## src/rtl/spi_slave_frame_if.sv

```systemverilog
// SPI pin and frame-bus bundle for spi_slave_frame.
// The slave modport is the DUT view; the master modport is the driver side.
interface spi_slave_frame_if #(
  parameter int CMD_W  = 2,
  parameter int DATA_W = 8
);
  localparam int FRAME_W = CMD_W + DATA_W;

  logic               ss_n;
  logic               sclk;
  logic               mosi;
  logic               miso;
  logic [FRAME_W-1:0] rx_data;
  logic               rx_valid;
  logic [DATA_W-1:0]  tx_data;
  logic               tx_load;
  logic               busy;

  modport slave (
    input  ss_n, sclk, mosi, tx_data,
    output miso, rx_data, rx_valid, tx_load, busy
  );

  modport master (
    output ss_n, sclk, mosi, tx_data,
    input  miso, rx_data, rx_valid, tx_load, busy
  );
endinterface

```

## src/rtl/spi_slave_frame.sv

```systemverilog
// SPI mode-0 slave front end: oversamples pins in clk, assembles {cmd,data} frames, serialises read data.
// Optional SPI_FRAME_ERR_EN adds a frame_err pulse on aborts and on sclk rises after a full frame.
module spi_slave_frame #(
  parameter int CMD_W       = 2,
  parameter int DATA_W      = 8,
  parameter int SYNC_STAGES = 2
) (
  input  logic clk,
  input  logic reset,
  spi_slave_frame_if.slave bus
`ifdef SPI_FRAME_ERR_EN
  ,
  output logic frame_err
`endif
);
  localparam int FRAME_W    = CMD_W + DATA_W;
  localparam int CNT_W      = $clog2(FRAME_W + 1);
  localparam int VLD_STAGES = 1;
  localparam logic [CNT_W-1:0] CNT_CMD   = CNT_W'(CMD_W);
  localparam logic [CNT_W-1:0] CNT_TX0   = CNT_W'(CMD_W + 1);
  localparam logic [CNT_W-1:0] CNT_FRAME = CNT_W'(FRAME_W);

  typedef enum logic [2:0] {IDLE, RX_CMD, RX_DATA, TX_DATA, DONE} state_e;

  state_e                 state_q, state_d;
  logic [SYNC_STAGES-1:0] ss_sync_q, ss_sync_d;
  logic [SYNC_STAGES-1:0] sclk_sync_q, sclk_sync_d;
  logic [SYNC_STAGES-1:0] mosi_sync_q, mosi_sync_d;
  logic                   ss_n_dly_q, ss_n_dly_d;
  logic                   sclk_dly_q, sclk_dly_d;
  logic [CNT_W-1:0]       bit_cnt_q, bit_cnt_d;
  // The frame's last bit comes straight from mosi_s, so only FRAME_W-1 bits are held.
  logic [FRAME_W-2:0]     rx_shift_q, rx_shift_d;
  logic [FRAME_W-1:0]     rx_data_q, rx_data_d;
  logic [DATA_W-1:0]      tx_shift_q, tx_shift_d;
  logic                   miso_q, miso_d;
  logic                   tx_load_q, tx_load_d;
  logic [VLD_STAGES:0]    vld_pipe_q, vld_pipe_d;

  logic ss_n_s, sclk_s, mosi_s;
  logic rise, fall, ss_fall, ss_rise, abort, frame_end;
  logic [FRAME_W-1:0] shift_in;
  logic [CNT_W-1:0]   cnt_inc;

  assign ss_n_s   = ss_sync_q[SYNC_STAGES-1];
  assign sclk_s   = sclk_sync_q[SYNC_STAGES-1];
  assign mosi_s   = mosi_sync_q[SYNC_STAGES-1];
  assign rise     = sclk_s & ~sclk_dly_q;
  assign fall     = ~sclk_s & sclk_dly_q;
  assign ss_fall  = ~ss_n_s & ss_n_dly_q;
  assign ss_rise  = ss_n_s & ~ss_n_dly_q;
  assign abort    = ss_rise && (state_q inside {RX_CMD, RX_DATA, TX_DATA});
  assign shift_in = {rx_shift_q, mosi_s};
  assign cnt_inc  = bit_cnt_q + CNT_W'(1);

  always_comb begin
    ss_sync_d   = {ss_sync_q[SYNC_STAGES-2:0], bus.ss_n};
    sclk_sync_d = {sclk_sync_q[SYNC_STAGES-2:0], bus.sclk};
    mosi_sync_d = {mosi_sync_q[SYNC_STAGES-2:0], bus.mosi};
    ss_n_dly_d  = ss_n_s;
    sclk_dly_d  = sclk_s;
    state_d     = state_q;
    bit_cnt_d   = bit_cnt_q;
    rx_shift_d  = rx_shift_q;
    rx_data_d   = rx_data_q;
    tx_shift_d  = tx_shift_q;
    tx_load_d   = 1'b0;
    frame_end   = 1'b0;
    unique case (state_q)
      IDLE: begin
        if (ss_fall) begin
          state_d   = RX_CMD;
          bit_cnt_d = '0;
        end
      end
      RX_CMD, RX_DATA, TX_DATA: begin
        // Deselect wins over a coincident sclk edge.
        if (ss_rise) begin
          state_d   = IDLE;
          bit_cnt_d = '0;
        end else begin
          if (rise) begin
            rx_shift_d = shift_in[FRAME_W-2:0];
            bit_cnt_d  = cnt_inc;
            if (state_q == RX_CMD && cnt_inc == CNT_CMD) begin
              if (&shift_in[CMD_W-1:0]) begin
                state_d    = TX_DATA;
                tx_shift_d = bus.tx_data;
                tx_load_d  = 1'b1;
              end else begin
                state_d = RX_DATA;
              end
            end
            if (state_q != RX_CMD && cnt_inc == CNT_FRAME) begin
              rx_data_d = shift_in;
              frame_end = 1'b1;
              state_d   = DONE;
            end
          end
          // The fall right after the command rise leaves the MSB on miso.
          if (state_q == TX_DATA && fall && bit_cnt_q >= CNT_TX0 && bit_cnt_q < CNT_FRAME)
            tx_shift_d = tx_shift_q << 1;
        end
      end
      DONE: begin
        if (ss_rise) begin
          state_d   = IDLE;
          bit_cnt_d = '0;
        end
      end
      default: state_d = IDLE;
    endcase
    miso_d     = (state_d == TX_DATA) ? tx_shift_d[DATA_W-1] : 1'b0;
    vld_pipe_d = {vld_pipe_q[VLD_STAGES-1:0], frame_end};
  end

  always_ff @(posedge clk or negedge reset) begin
    if (!reset) begin
      ss_sync_q   <= '1;
      sclk_sync_q <= '0;
      mosi_sync_q <= '0;
      ss_n_dly_q  <= 1'b1;
      sclk_dly_q  <= 1'b0;
      state_q     <= IDLE;
      bit_cnt_q   <= '0;
      rx_shift_q  <= '0;
      rx_data_q   <= '0;
      tx_shift_q  <= '0;
      miso_q      <= 1'b0;
      tx_load_q   <= 1'b0;
      vld_pipe_q  <= '0;
    end else begin
      ss_sync_q   <= ss_sync_d;
      sclk_sync_q <= sclk_sync_d;
      mosi_sync_q <= mosi_sync_d;
      ss_n_dly_q  <= ss_n_dly_d;
      sclk_dly_q  <= sclk_dly_d;
      state_q     <= state_d;
      bit_cnt_q   <= bit_cnt_d;
      rx_shift_q  <= rx_shift_d;
      rx_data_q   <= rx_data_d;
      tx_shift_q  <= tx_shift_d;
      miso_q      <= miso_d;
      tx_load_q   <= tx_load_d;
      vld_pipe_q  <= vld_pipe_d;
    end
  end

  assign bus.miso     = miso_q;
  assign bus.rx_data  = rx_data_q;
  assign bus.rx_valid = vld_pipe_q[VLD_STAGES];
  assign bus.tx_load  = tx_load_q;
  assign bus.busy     = ~ss_n_s;

`ifdef SPI_FRAME_ERR_EN
  logic frame_err_q, frame_err_d;
  logic done_rise;

  assign done_rise   = (state_q == DONE) && rise && !ss_rise;
  assign frame_err_d = (abort && bit_cnt_q != '0) || done_rise;

  always_ff @(posedge clk or negedge reset) begin
    if (!reset) frame_err_q <= 1'b0;
    else        frame_err_q <= frame_err_d;
  end

  assign frame_err = frame_err_q;
`endif
endmodule
```

## src/flat_wrapper.sv

```systemverilog
// flat-port wrapper written by rule: the top's interface ports become plain ports
module spi_slave_frame_flat 
#(
  parameter int CMD_W       = 2,
  parameter int DATA_W      = 8,
  parameter int SYNC_STAGES = 2
)
  (clk, reset, bus_ss_n, bus_sclk, bus_mosi, bus_tx_data, bus_miso, bus_rx_data, bus_rx_valid, bus_tx_load, bus_busy);
  spi_slave_frame_if #(.CMD_W(CMD_W), .DATA_W(DATA_W)) bus_i ();
  input  logic clk;
  input  logic reset;
  input wire logic [$bits(bus_i.ss_n)-1:0] bus_ss_n;
  input wire logic [$bits(bus_i.sclk)-1:0] bus_sclk;
  input wire logic [$bits(bus_i.mosi)-1:0] bus_mosi;
  input wire logic [$bits(bus_i.tx_data)-1:0] bus_tx_data;
  output wire logic [$bits(bus_i.miso)-1:0] bus_miso;
  output wire logic [$bits(bus_i.rx_data)-1:0] bus_rx_data;
  output wire logic [$bits(bus_i.rx_valid)-1:0] bus_rx_valid;
  output wire logic [$bits(bus_i.tx_load)-1:0] bus_tx_load;
  output wire logic [$bits(bus_i.busy)-1:0] bus_busy;
  assign bus_i.ss_n = bus_ss_n;
  assign bus_i.sclk = bus_sclk;
  assign bus_i.mosi = bus_mosi;
  assign bus_i.tx_data = bus_tx_data;
  assign bus_miso = bus_i.miso;
  assign bus_rx_data = bus_i.rx_data;
  assign bus_rx_valid = bus_i.rx_valid;
  assign bus_tx_load = bus_i.tx_load;
  assign bus_busy = bus_i.busy;
  spi_slave_frame #(.CMD_W(CMD_W), .DATA_W(DATA_W), .SYNC_STAGES(SYNC_STAGES)) u_core (.clk(clk), .reset(reset), .bus(bus_i));
endmodule
```

## config.mk

```make
export PLATFORM = sky130hd
export DESIGN_NAME = spi_slave_frame_flat
export DESIGN_NICKNAME = d
export VERILOG_FILES = /design/src/rtl/spi_slave_frame_if.sv /design/src/rtl/spi_slave_frame.sv /design/src/flat_wrapper.sv
export SDC_FILE = /design/constraint.sdc
export NUM_CORES = 1
export LEC_CHECK = 0
export CAP_MARGIN = 20
export CORE_MARGIN = 2
export CORE_UTILIZATION = 53
export CTS_CLUSTER_DIAMETER = 50
export DETAILED_ROUTE_END_ITERATION = 10
export PLACE_DENSITY_LB_ADDON = 0.25
export SYNTH_ARGS = -nofsm -noshare
export SYNTH_HDL_FRONTEND = slang
export SYNTH_SLANG_ARGS = --single-unit
```

## constraint.sdc

```tcl
create_clock -name clk -period 2.45 [get_ports clk]
set_clock_uncertainty 0.1 [all_clocks]
set_input_delay 0.3675 -clock clk [delete_from_list [all_inputs] [get_ports clk]]
set_output_delay 0.3675 -clock clk [all_outputs]
set_load 0.02 [all_outputs]
```

==> flow_results.org <==
** GRT
- Entering global routing, the biggest net connects 25 pins.
- Global routing finished with a remaining overflow of 0.
- Via count of the first global-routing pass :: 1299
- The number of antenna violations at the first check in global routing was 0.
- Global routing used 18.36% of the available tracks.
- The first global-routing pass estimated 5.885 mm of wire.

** Critical path
- Data required time at the worst endpoint :: 2.56 ns
- Crit Path Max Fanout :: 8
- Critical path launch point type :: flip-flop
- STA classifies the critical path endpoint as a flip-flop.
- Data arrival time at the worst-slack endpoint :: 2.37 ns
- The worst setup path is of the reg2reg kind.

** Final layout
- Ant diodes :: 0
- Of the cells placed in the final design, the portion with a size suffix greater than 1 is 18.56%.
- Final cell count without fillers :: 242
- Area added between synthesis and finish :: 21.40%
- Cells fill 65.75% of the core in the end.
- Net total in the final layout :: 208
- After routing the design area is 0.002371 mm².

** Job
- MaxCap Viol Count :: 0

** Floorplanning
- Die outline area :: 0.004187 mm²
- The die is 64.71 µm wide.
- Effective utilization at floorplan :: 54.16%
- Pin placement for this block handled 27 I/O pins.
- Die Ht :: 64.71 µm
- Row generation in the floorplan step produced 22 rows.
- After floorplanning, the core was sized to cover 0.003606 mm².

** Place
- Timing analysis after detailed placement gives a worst setup slack of 0.2250 ns.
- The HPWL after detailed placement is 2.455 mm.
- Number of port buffers :: 26
- Placed cell area :: 0.002252 mm²
- Final weighted congestion in routability-driven placement :: 0.8994
- Inst Count DP :: 233

** Drt
- After detailed routing, the total wire length is 3.408 mm.
- Dividing the detail-routed wire length by the instance count gives 14.08 µm.
- In this run, the number of DRC markers left after iteration 0 of detailed routing was 151.
- Drt first pass iters :: 4
- For this run, design rule violations remaining after detail routing come to 0.
- The count of nets left with antenna violations once routing finished came out at 0.
- Via count :: 1300
- Using the TritonRoute via totals, the vias-per-cell ratio works out to 5.372.

** Timing
- After routing, the total negative slack on setup checks comes to 0 ns.
- Static timing analysis puts the maximum clock frequency at 442.1 MHz.
- Final setup violation count :: 0
- Once routing completed, OpenROAD measured the worst setup slack at 0.1882 ns.
- Headroom to the max-slew limit :: 60.21%
- The number of pins with negative max-slew slack in the final report is 0.
- Hold Slack :: 0.2519 ns
- Setup repair after global routing left no endpoint under its margin.
- Counting I/O delays and the setup requirement, the final critical path takes 2.262 ns.
- The number of hold-slack violations in the final timing report came to 0.
- The worst path uses 92.32% of the clock period.
- Worst-Margin Slew :: 0.5937 ns

** Clock network
- CTS Buf Count :: 5
- TritonCTS built the clock tree.
- Clock-pin slew was measured on the worst setup and hold paths at 0.08 ns.
- The H-tree generated during clock tree synthesis spans 2 levels.
- Maximum count of clock buffers along a single path :: 2
- Post-cts repair resize count :: 0
- Clock tree synthesis selected as its root buffer the cell clkbuf_8.
- The later pin in the worst-skew pair is clocked with a latency of 0.29 ns.
- The clock drives 46 sinks.

** Synthesis
- When the netlist entered floorplanning its net count stood at 176.
- The synthesized design contains 0 enable-type register cells.
- The cell count after synthesis came out at 161.
- Area of the mapped netlist :: 0.001953 mm²
- Register area share after synthesis :: 59.13%
- Synthesized area per cell :: 12.13 µm²
- Counting distinct cell types in the post-synthesis netlist gives 42.
- The synthesized design contains 46 register bits.
- Counting flops with an async set or reset pin after synthesis yields a share of 100.0%.
- The Yosys step of the flow raised 0 warnings.
- The most used flip-flop cell after synthesis is dfrtp_1.

** Min path
- The min-delay analysis places its worst path in the category reg2reg.

** Power and ir drop
- Summed over all cells, the static leakage comes to 1.134 nW.
- Worst vdd rail ir drop :: 0.0005464 V
- Dividing total power by cell area gives a power density of 763.4 mW/mm².
- Sum of internal, switching and leakage power :: 1.810 mW

** Run status
- Run status :: finished clean
-- kinds of logic after synthesis --
logic type | Yosys count | share of synthesized area (%)
buf+inv | 12 | 3.331
fa+ha+maj | 2 | 1.281
simple gates | 54 | 15.25
flops | 46 | 59.13
xor+xnor | 3 | 1.730
mux | 13 | 7.303
compound gates | 31 | 11.98
-- cells in the final DEF (no fill, tap or decap), types with 2 or more instances in the layout --
cell and instances:
a21oi_1 3, a2bb2oi_1 7, and2_1 2, and3_1 2, and3b_1 2, buf_4 3
clkbuf_8 5, clkdlybuf4s50_1 25, clkinv_2 2, dfrtp_1 43, dfstp_2 3, ha_1 2
inv_1 7, mux2_2 10, mux2i_1 3, nand2_1 28, nand3_1 2, nand4_2 2
nor2_1 2, nor3_2 2, o21ai_0 3, o22ai_1 8, o31ai_1 2, or3_1 4
xnor2_1 2
-- layer usage --
metal  share of wire (%)  global-route usage, %
met3                 3.5                  5.729
met5                   0                      0
met4                 1.1                  6.649
met1                  44                  22.98
met2                  52                  30.03
-- state kept, by name (all words and copies together) (netlist names) --
| name | count |
|---|---|
| u_core.state_q | 3 |
| u_core.bus.miso | 1 |
| u_core.sclk_dly_q | 1 |
| u_core.vld_pipe_q | 2 |
| u_core.bus.rx_data | 10 |
| u_core.sclk_sync_q | 2 |
| u_core.bit_cnt_q | 4 |
| u_core.ss_sync_q | 2 |
| u_core.rx_shift_q | 9 |
| u_core.tx_shift_q | 8 |
| u_core.ss_n_dly_q | 1 |
| u_core.mosi_sync_q | 2 |
| u_core.bus.tx_load | 1 |
-- synthesized netlist by cell type, types with 3 or more instances --
master / count / area, µm²
inv_1: 7 / 26.28
mux2_2: 10 / 112.6
a2bb2oi_1: 7 / 61.31
dfrtp_1: 43 / 1076
nand2_1: 28 / 105.1
a21oi_1: 3 / 15.01
mux2i_1: 3 / 30.03
or3_1: 4 / 25.02
dfstp_2: 3 / 78.83
o22ai_1: 8 / 50.05
o21ai_0: 3 / 15.01
-- critical path: stages (launching register included) --
cell	delay (ns)
dfrtp_1	0.43
ha_1	0.28
xnor2_2	0.22
nand4_2	0.17
or3_1	0.54
a21oi_4	0.27
a2bb2oi_1	0.18
-- report_power, final --
part	internal, mW	switching (mW)
registers	0.863	0.0833
clock network	0.300	0.232
logic	0.149	0.183
-- timing repair --
item | 4_1_cts | 5_1_grt
hold buffers | 1 | 0
endpoints found under the hold margin | 19 | 0
setup buffers | 0 | 0
-- area by class of cell --
| class | instances | area, µm² |
|---|---|---|
| inverter | 7 | 26.28 |
| sequential | 46 | 1155 |
| timing repair buffer | 30 | 287.8 |
| fill | 283 | 1235 |
| multi-input combinational | 103 | 733.2 |
| clock inverter | 3 | 40.04 |
| tap | 48 | 60.06 |
| clock buffer | 5 | 68.82 |
-- worst paths after layout --
kind | start | endpoint | slack [ns] | cells past startpoint
setup / recovery | u_core.bit_cnt_q[0]$_DFFE_PN0P_ | u_core.tx_shift_q[2]$_DFFE_PN0P_ | 0.19 | 6
hold / removal | u_core.mosi_sync_q[0]$_DFF_PN0_ | u_core.mosi_sync_q[1]$_DFF_PN0_ | 0.25 | 0
setup reg to reg | u_core.bit_cnt_q[0]$_DFFE_PN0P_ | u_core.tx_shift_q[2]$_DFFE_PN0P_ | 0.19 | 6
hold reg to reg | u_core.mosi_sync_q[0]$_DFF_PN0_ | u_core.mosi_sync_q[1]$_DFF_PN0_ | 0.25 | 0
max in group asynchronous | reset | u_core.mosi_sync_q[1]$_DFF_PN0_ | 1.10 | 3
min in group asynchronous | reset | u_core.bus.rx_data[9]$_DFFE_PN0P_ | 0.47 | 2
Note: power is estimated with default switching activity, not from simulation.
